===== config.mk =====
export PLATFORM = sky130hd
export DESIGN_NAME = bist_vector_engine
export DESIGN_NICKNAME = d
export VERILOG_FILES = /design/src/rtl/bist_pkg.sv /design/src/rtl/bist_misr.sv /design/src/rtl/bist_vector_engine.sv
export SDC_FILE = /design/constraint.sdc
export NUM_CORES = 1
export LEC_CHECK = 0
export ABC_AREA = 1
export CORE_ASPECT_RATIO = 0.7
export CORE_UTILIZATION = 36
export CTS_CLUSTER_DIAMETER = 150
export CTS_CLUSTER_SIZE = 25
export DETAILED_ROUTE_END_ITERATION = 6
export PLACE_DENSITY = 0.58
export RECOVER_POWER = 50
export SLEW_MARGIN = 20
export SYNTH_ARGS = -nofsm -noshare
export SYNTH_HDL_FRONTEND = slang
export SYNTH_SLANG_ARGS = --single-unit

===== constraint.sdc =====
create_clock -name clk -period 3.5 [get_ports clk]
set_input_delay 0.35 -clock clk [delete_from_list [all_inputs] [get_ports clk]]
set_output_delay 0.35 -clock clk [all_outputs]
set_load 0.02 [all_outputs]

===== src/rtl/bist_pkg.sv =====
`default_nettype none
// ============================================================================
// Module   : bist_pkg
// Purpose  : Shared types and helpers for the BIST vector engine.
//            - state_t    : engine FSM states
//            - DEF_POLY   : default MISR feedback polynomial
//            - misr_step  : one MISR compaction step (width-generic, <= 32)
//            - lfsr_taps  : Fibonacci LFSR tap masks per vector width
// Revision : 1.0 - initial release
// ============================================================================
package bist_pkg;

   typedef enum logic [1:0] {
      IDLE  = 2'd0,
      APPLY = 2'd1,
      DONE  = 2'd2
   } state_t;

   localparam logic [7:0] DEF_POLY = 8'h1D;

   // sig_next = (sig << 1) ^ (msb ? poly : 0) ^ din, all truncated to w bits.
   function automatic logic [31:0] misr_step(input logic [31:0] sig,
                                             input logic [31:0] din,
                                             input logic [31:0] poly,
                                             input int          w);
      logic [31:0] mask;
      logic [31:0] nxt;
      mask = (w >= 32) ? 32'hFFFF_FFFF : ((32'd1 << w) - 32'd1);
      nxt  = (sig << 1) & mask;
      if (((sig >> (w - 1)) & 32'd1) != 32'd0) begin
         nxt = nxt ^ poly;
      end
      nxt = nxt ^ din;
      return nxt & mask;
   endfunction

   // Tap masks for a left-shifting Fibonacci LFSR; the feedback bit is the
   // XOR of the masked state bits. Each mask gives a maximal-length sequence.
   function automatic logic [7:0] lfsr_taps(input int n);
      case (n)
         2:       return 8'h03;
         3:       return 8'h06;
         4:       return 8'h0C;
         5:       return 8'h14;
         6:       return 8'h30;
         7:       return 8'h60;
         8:       return 8'hB8;
         default: return 8'h06;
      endcase
   endfunction

endpackage
`default_nettype wire


===== src/rtl/bist_misr.sv =====
`default_nettype none
// ============================================================================
// Module   : bist_misr
// Purpose  : SIG_W-bit signature register. Loads din_i when en_i is high;
//            the parent computes the next signature (compaction or clear).
// Ports    : clk, rst (async, active-high)
//            en_i  - load enable
//            din_i - next signature value
//            q_o   - current signature
// Revision : 1.0 - initial release
// ============================================================================
module bist_misr
   import bist_pkg::*;
#(
   parameter int SIG_W = 8
) (
   input  logic             clk,
   input  logic             rst,
   input  logic             en_i,
   input  logic [SIG_W-1:0] din_i,
   output logic [SIG_W-1:0] q_o
);

   logic [SIG_W-1:0] sig_q;

   always_ff @(posedge clk or posedge rst) begin
      if (rst) begin
         sig_q <= '0;
      end else if (en_i) begin
         sig_q <= din_i;
      end
   end

   assign q_o = sig_q;

endmodule
`default_nettype wire


===== src/rtl/bist_vector_engine.sv =====
`default_nettype none
// ============================================================================
// Module   : bist_vector_engine
// Purpose  : Drives a vector sequence into a combinational DUT, holds each
//            vector HOLD_CYC cycles, compacts the DUT response into a MISR
//            at the end of each hold and flags pass/fail against GOLDEN.
// Ports    : clk, rst (async, active-high)
//            start_i     - single-cycle run request (ignored while running)
//            dut_out_i   - DUT response
//            dut_in_o    - registered vector to DUT
//            busy_o      - run in progress
//            done_o      - run complete, result valid
//            signature_o - MISR contents
//            pass_o      - signature == GOLDEN, valid while done_o = 1
// Config   : BIST_LFSR_EN - vectors come from a maximal-length LFSR seeded
//            to 1 (2**N_IN-1 vectors, all-zero skipped). Undefined: binary
//            up-count 0 .. 2**N_IN-1.
// Revision : 1.0 - initial release
// ============================================================================
module bist_vector_engine
   import bist_pkg::*;
#(
   parameter int               N_IN     = 3,
   parameter int               N_OUT    = 3,
   parameter int               HOLD_CYC = 10,
   parameter int               SIG_W    = 8,
   parameter logic [SIG_W-1:0] POLY     = SIG_W'(DEF_POLY),
   parameter logic [SIG_W-1:0] GOLDEN   = SIG_W'(8'h0F)
) (
   input  logic             clk,
   input  logic             rst,
   input  logic             start_i,
   input  logic [N_OUT-1:0] dut_out_i,
   output logic [N_IN-1:0]  dut_in_o,
   output logic             busy_o,
   output logic             done_o,
   output logic [SIG_W-1:0] signature_o,
   output logic             pass_o
);

`ifdef BIST_LFSR_EN
   localparam int              NUM_VEC = (2 ** N_IN) - 1;
   localparam logic [N_IN-1:0] SEED    = N_IN'(1);
   localparam logic [7:0]      TAPS8   = lfsr_taps(N_IN);
   localparam logic [N_IN-1:0] TAPS    = TAPS8[N_IN-1:0];
`else
   localparam int              NUM_VEC = 2 ** N_IN;
   localparam logic [N_IN-1:0] SEED    = '0;
`endif

   // Hold counter needs at least one bit even when HOLD_CYC == 1.
   localparam int              HW        = (HOLD_CYC > 1) ? $clog2(HOLD_CYC) : 1;
   localparam logic [HW-1:0]   HOLD_LAST = HW'(HOLD_CYC - 1);
   localparam logic [N_IN-1:0] VEC_LAST  = N_IN'(NUM_VEC - 1);

   state_t           state_q;
   logic [N_IN-1:0]  vec_cnt_q;
   logic [HW-1:0]    hold_cnt_q;
   logic [N_IN-1:0]  dut_in_q;
   logic             busy_q;
   logic             done_q;
   logic             pass_q;
   logic [SIG_W-1:0] sig_q;

   logic             capture_d;
   logic             launch_d;
   logic             misr_en_d;
   logic [SIG_W-1:0] sig_d;
   logic [SIG_W-1:0] misr_din_d;
   logic [N_IN-1:0]  vec_next_d;

   assign capture_d  = (state_q == APPLY) && (hold_cnt_q == HOLD_LAST);
   assign launch_d   = start_i && (state_q != APPLY);
   assign sig_d      = SIG_W'(misr_step(32'(sig_q), 32'(dut_out_i), 32'(POLY), SIG_W));
   // A launch clears the signature; a capture compacts the response.
   assign misr_en_d  = capture_d || launch_d;
   assign misr_din_d = launch_d ? '0 : sig_d;

`ifdef BIST_LFSR_EN
   assign vec_next_d = {dut_in_q[N_IN-2:0], ^(dut_in_q & TAPS)};
`else
   assign vec_next_d = dut_in_q + N_IN'(1);
`endif

   bist_misr #(
      .SIG_W (SIG_W)
   ) u_misr (
      .clk   (clk),
      .rst   (rst),
      .en_i  (misr_en_d),
      .din_i (misr_din_d),
      .q_o   (sig_q)
   );

   always_ff @(posedge clk or posedge rst) begin
      if (rst) begin
         state_q    <= IDLE;
         vec_cnt_q  <= '0;
         hold_cnt_q <= '0;
         dut_in_q   <= '0;
         busy_q     <= 1'b0;
         done_q     <= 1'b0;
         pass_q     <= 1'b0;
      end else begin
         case (state_q)
            IDLE, DONE: begin
               if (start_i) begin
                  state_q    <= APPLY;
                  vec_cnt_q  <= '0;
                  hold_cnt_q <= '0;
                  dut_in_q   <= SEED;
                  busy_q     <= 1'b1;
                  done_q     <= 1'b0;
                  pass_q     <= 1'b0;
               end
            end
            APPLY: begin
               if (capture_d) begin
                  hold_cnt_q <= '0;
                  if (vec_cnt_q == VEC_LAST) begin
                     // Last capture: sig_d is the final signature.
                     state_q <= DONE;
                     busy_q  <= 1'b0;
                     done_q  <= 1'b1;
                     pass_q  <= (sig_d == GOLDEN);
                  end else begin
                     vec_cnt_q <= vec_cnt_q + N_IN'(1);
                     dut_in_q  <= vec_next_d;
                  end
               end else begin
                  hold_cnt_q <= hold_cnt_q + HW'(1);
               end
            end
            default: begin
               state_q <= IDLE;
            end
         endcase
      end
   end

   assign dut_in_o    = dut_in_q;
   assign busy_o      = busy_q;
   assign done_o      = done_q;
   assign signature_o = sig_q;
   assign pass_o      = pass_q;

endmodule
`default_nettype wire

==> reports/summary.txt <==
Status -> finished, violations left
Violated checks -> design-rule violations
Rows -> 17
Cells on worst reg2reg path -> 9
Chip width -> 71.36 µm
CTS Sinks -> 23
CP endpoint kind -> flip-flop
VDD IR max -> 0.0002351 V
H-tree Lvls -> 1
WP data required -> 3.65 ns
Setup TNS -> 0 ns
Final setup violation count -> 0
Layout net count -> 181
Crit start category -> flip-flop
Die H -> 50.56 µm
Vias in the first global route -> 889
Routed Antenna Nets -> 0
Initial antenna violation count -> 0
DR pass1 iterations -> 6
Avg Inst Size Synth -> 8.304 µm²
Cell count after synthesis -> 146
Diode count -> 0
Crit path buf inv count -> 2
WHS Path Cells -> 2
Kind of critical path -> reg -> reg
Final Critical Period -> 2.123 ns
Post-CTS sizing -> 0
Rel. slew slack -> 44.02%
First-iteration detailed-routing DRC count -> 51
Leak -> 0.7400 nW
IO Pins -> 20
Total gr overflow -> 0
PwrDens -> 330.5 mW/mm²
Unrepaired setup endpoints after global routing -> no
Initial core utilization -> 38.26%
Max Slew Vio Count -> 0
Pin count of the biggest net entering global routing -> 24
Deepest clock path buffer count -> 2
Crit path largest cell delay -> 0.53 ns
Core area -> 0.003169 mm²
Vias -> 984
Hold Buf Count CTS -> 0
Total GRT Usage -> 14.87%
Seq cells post-synth -> 23
CTS Root Cell -> clkbuf_8
Area Overhead vs Synth -> 20.54%
IO Port Bufs -> 19
Final Hold Fails -> 0
Crit-path max FO -> 9
Post-Syn Nets -> 157
Top post-synthesis cells by area -> dfrtp_1 (47%), nand2_1 (15%), nand3_1 (5.4%)
Crit-path most repeated cell -> nor2_1
R2R Path End -> hold_cnt_q[3]
Flop2flop setup slack -> 1.38 ns
CTS tree -> yes
GPL Wtd Cong -> 0.7920
Distinct cells, synth -> 21
WP data arrival -> 2.27 ns
HPWL Detailed -> 1.853 mm
Final clock skew -> 0.002243 ns
Placed cells -> 203
HP Start -> done_o
Non-Filler Instances -> 207
Synth area leader -> dfrtp_1
Max_cap viols -> 0
Hold path endpoint -> done_o
Sequential element share of the synthesized area -> 47.47%
Final Hold Slack -> 0.4738 ns
Postcts setup bufs -> 0
Synth top area share -> 47.47%
DRC violations left -> 2
Worst skew pair latency -> 0.26 ns
Crit Reg-Reg Startpoint -> hold_cnt_q[1]
DR WL/cell -> 11.54 µm
Mapped Area -> 0.001212 mm²
Layout cells sized above 1 -> 5.917%
Total Wirelength -> 2.388 mm
Cells along the critical path -> inv_1 > ha_1 > nand2_1 > nor2_1 > nor2_1 > nor2_1 > clkinv_1 > nand2_1 > nor2_1
Fin crit share -> 60.65%
CTS Buf Count -> 3
Worst min-delay path class -> reg -> reg
Die ar. -> 0.003608 mm²
CP max-delay cell -> nor2_1
Clock-pin slew on the worst setup and hold paths -> 0.07 ns
Worst slew pin tran -> 0.8389 ns
Avg Vias per Cell -> 4.754
Crit path max-delay family -> simple AND/OR/NAND/NOR gates
First-pass GRT wire length -> 4.043 mm
Warnings, synthesis -> 0
F_max -> 0.4711 GHz
-- routing by layer --
| layer | GRT usage, % | wire length [µm] | up-vias | share of wire, % |
|---|---|---|---|---|
| li1 | - | - | 510 | - |
| met1 | 21.95 | 1349 | 452 | 56 |
| met2 | 20.63 | 917 | 20 | 38 |
| met3 | 4.217 | 104 | 2 | 4.4 |
| met4 | 5.000 | 17 | 0 | 0.71 |
| met5 | 0 | 0 | - | 0 |
-- worst max-delay path by stage --
stage	from	endpoint	slack (ns)	cells past startpoint
floorplan	hold_cnt_q[1]	dut_in_o[0]	2.19	9
global placement	start_i	dut_in_o[2]	1.83	8
detailed placement	start_i	dut_in_o[0]	1.82	8
CTS	u_misr.q_o[7]	signature_o[7]	1.79	1
global route	hold_cnt_q[1]	hold_cnt_q[3]	1.11	9
finish	hold_cnt_q[1]	hold_cnt_q[3]	1.38	9
-- flip-flops by register name (all words and copies together), names as in the netlist --
register    flops
busy_o          1
vec_cnt_q       3
u_misr.q_o      8
dut_in_o        3
pass_o          1
done_o          1
hold_cnt_q      4
state_q         2
-- cell usage after synthesis --
cell type,count
dfrtp_1,23
o31ai_1,1
xnor2_1,2
o21ai_0,2
inv_1,17
nand2_4,2
o22ai_1,5
nand3b_1,3
nor3_1,2
inv_2,3
nor2_8,1
nand2_1,47
nand2_2,3
inv_4,1
o21ai_1,2
nor2_4,3
nand3_1,13
a21oi_1,3
nand4_1,1
nor2_1,7
ha_1,5
-- worst reg2reg max path: cells and delay by family, from the launching register on --
kind	cells	cell delay (ns)
and+or+nand+nor	6	1.24
DFF	1	0.40
buffers and inverters	2	0.22
adders and majority gates	1	0.14
-- logic make-up (layout without fill, tap and decap cells) --
group / count (synthesis) / in the layout / share of synthesized area, %
flip-flops: 23 / 23 / 47.47
AND/OR/NAND/NOR: 82 / 82 / 33.13
adder cells (fa/ha/maj): 5 / 5 / 5.160
AO/OA/AOI/OAI: 13 / 13 / 6.089
buffers and inverters: 21 / 44 / 6.708
XOR/XNOR: 2 / 2 / 1.445
-- metrics by stage --
stage | power, W | utilization, % | setup slack, ns | cell area, µm²
after floorplan | 0.0003071 | - | 2.188 | 1212
after global placement | 0.0003310 | 45.76 | 1.833 | 1450
after detailed placement | 0.0003312 | 45.76 | 1.815 | 1450
after CTS | 0.0004909 | 47.18 | 1.786 | 1495
after global routing | 0.0005066 | 46.11 | 1.111 | 1461
final | 0.0004830 | 46.11 | 1.377 | 1461
-- where the power goes --
part | switching [W] | internal [W] | total [W]
Clock | 0.0000767 | 0.0000810 | 0.000158
Sequential | 0.00000512 | 0.000272 | 0.000277
Combinational | 0.0000265 | 0.0000218 | 0.0000483
-- cells in the final DEF (no fill, tap or decap), drive strengths merged --
cell type / Yosys / routed
clkdlybuf4s50: 0 / 18
o31ai: 1 / 1
dlygate4sd3: 0 / 1
nand2: 52 / 52
clkinv: 0 / 1
nor3: 2 / 2
dfrtp: 23 / 23
a21oi: 3 / 3
nand3: 13 / 13
ha: 5 / 5
xnor2: 2 / 2
nor2: 11 / 11
inv: 21 / 20
nand3b: 3 / 3
nand4: 1 / 1
o22ai: 5 / 5
o21ai: 4 / 4
clkbuf: 0 / 4
-- final cells by class --
class                   count  area [µm²]
clock buffers               4       45.04
fillers                   299        1708
inverters                  21       81.33
multi-input cells         102       521.8
flip-flops and latches     23       575.6
well taps                  38       47.55
repair buffers             19       190.2
(Power assumes the default switching activity.)
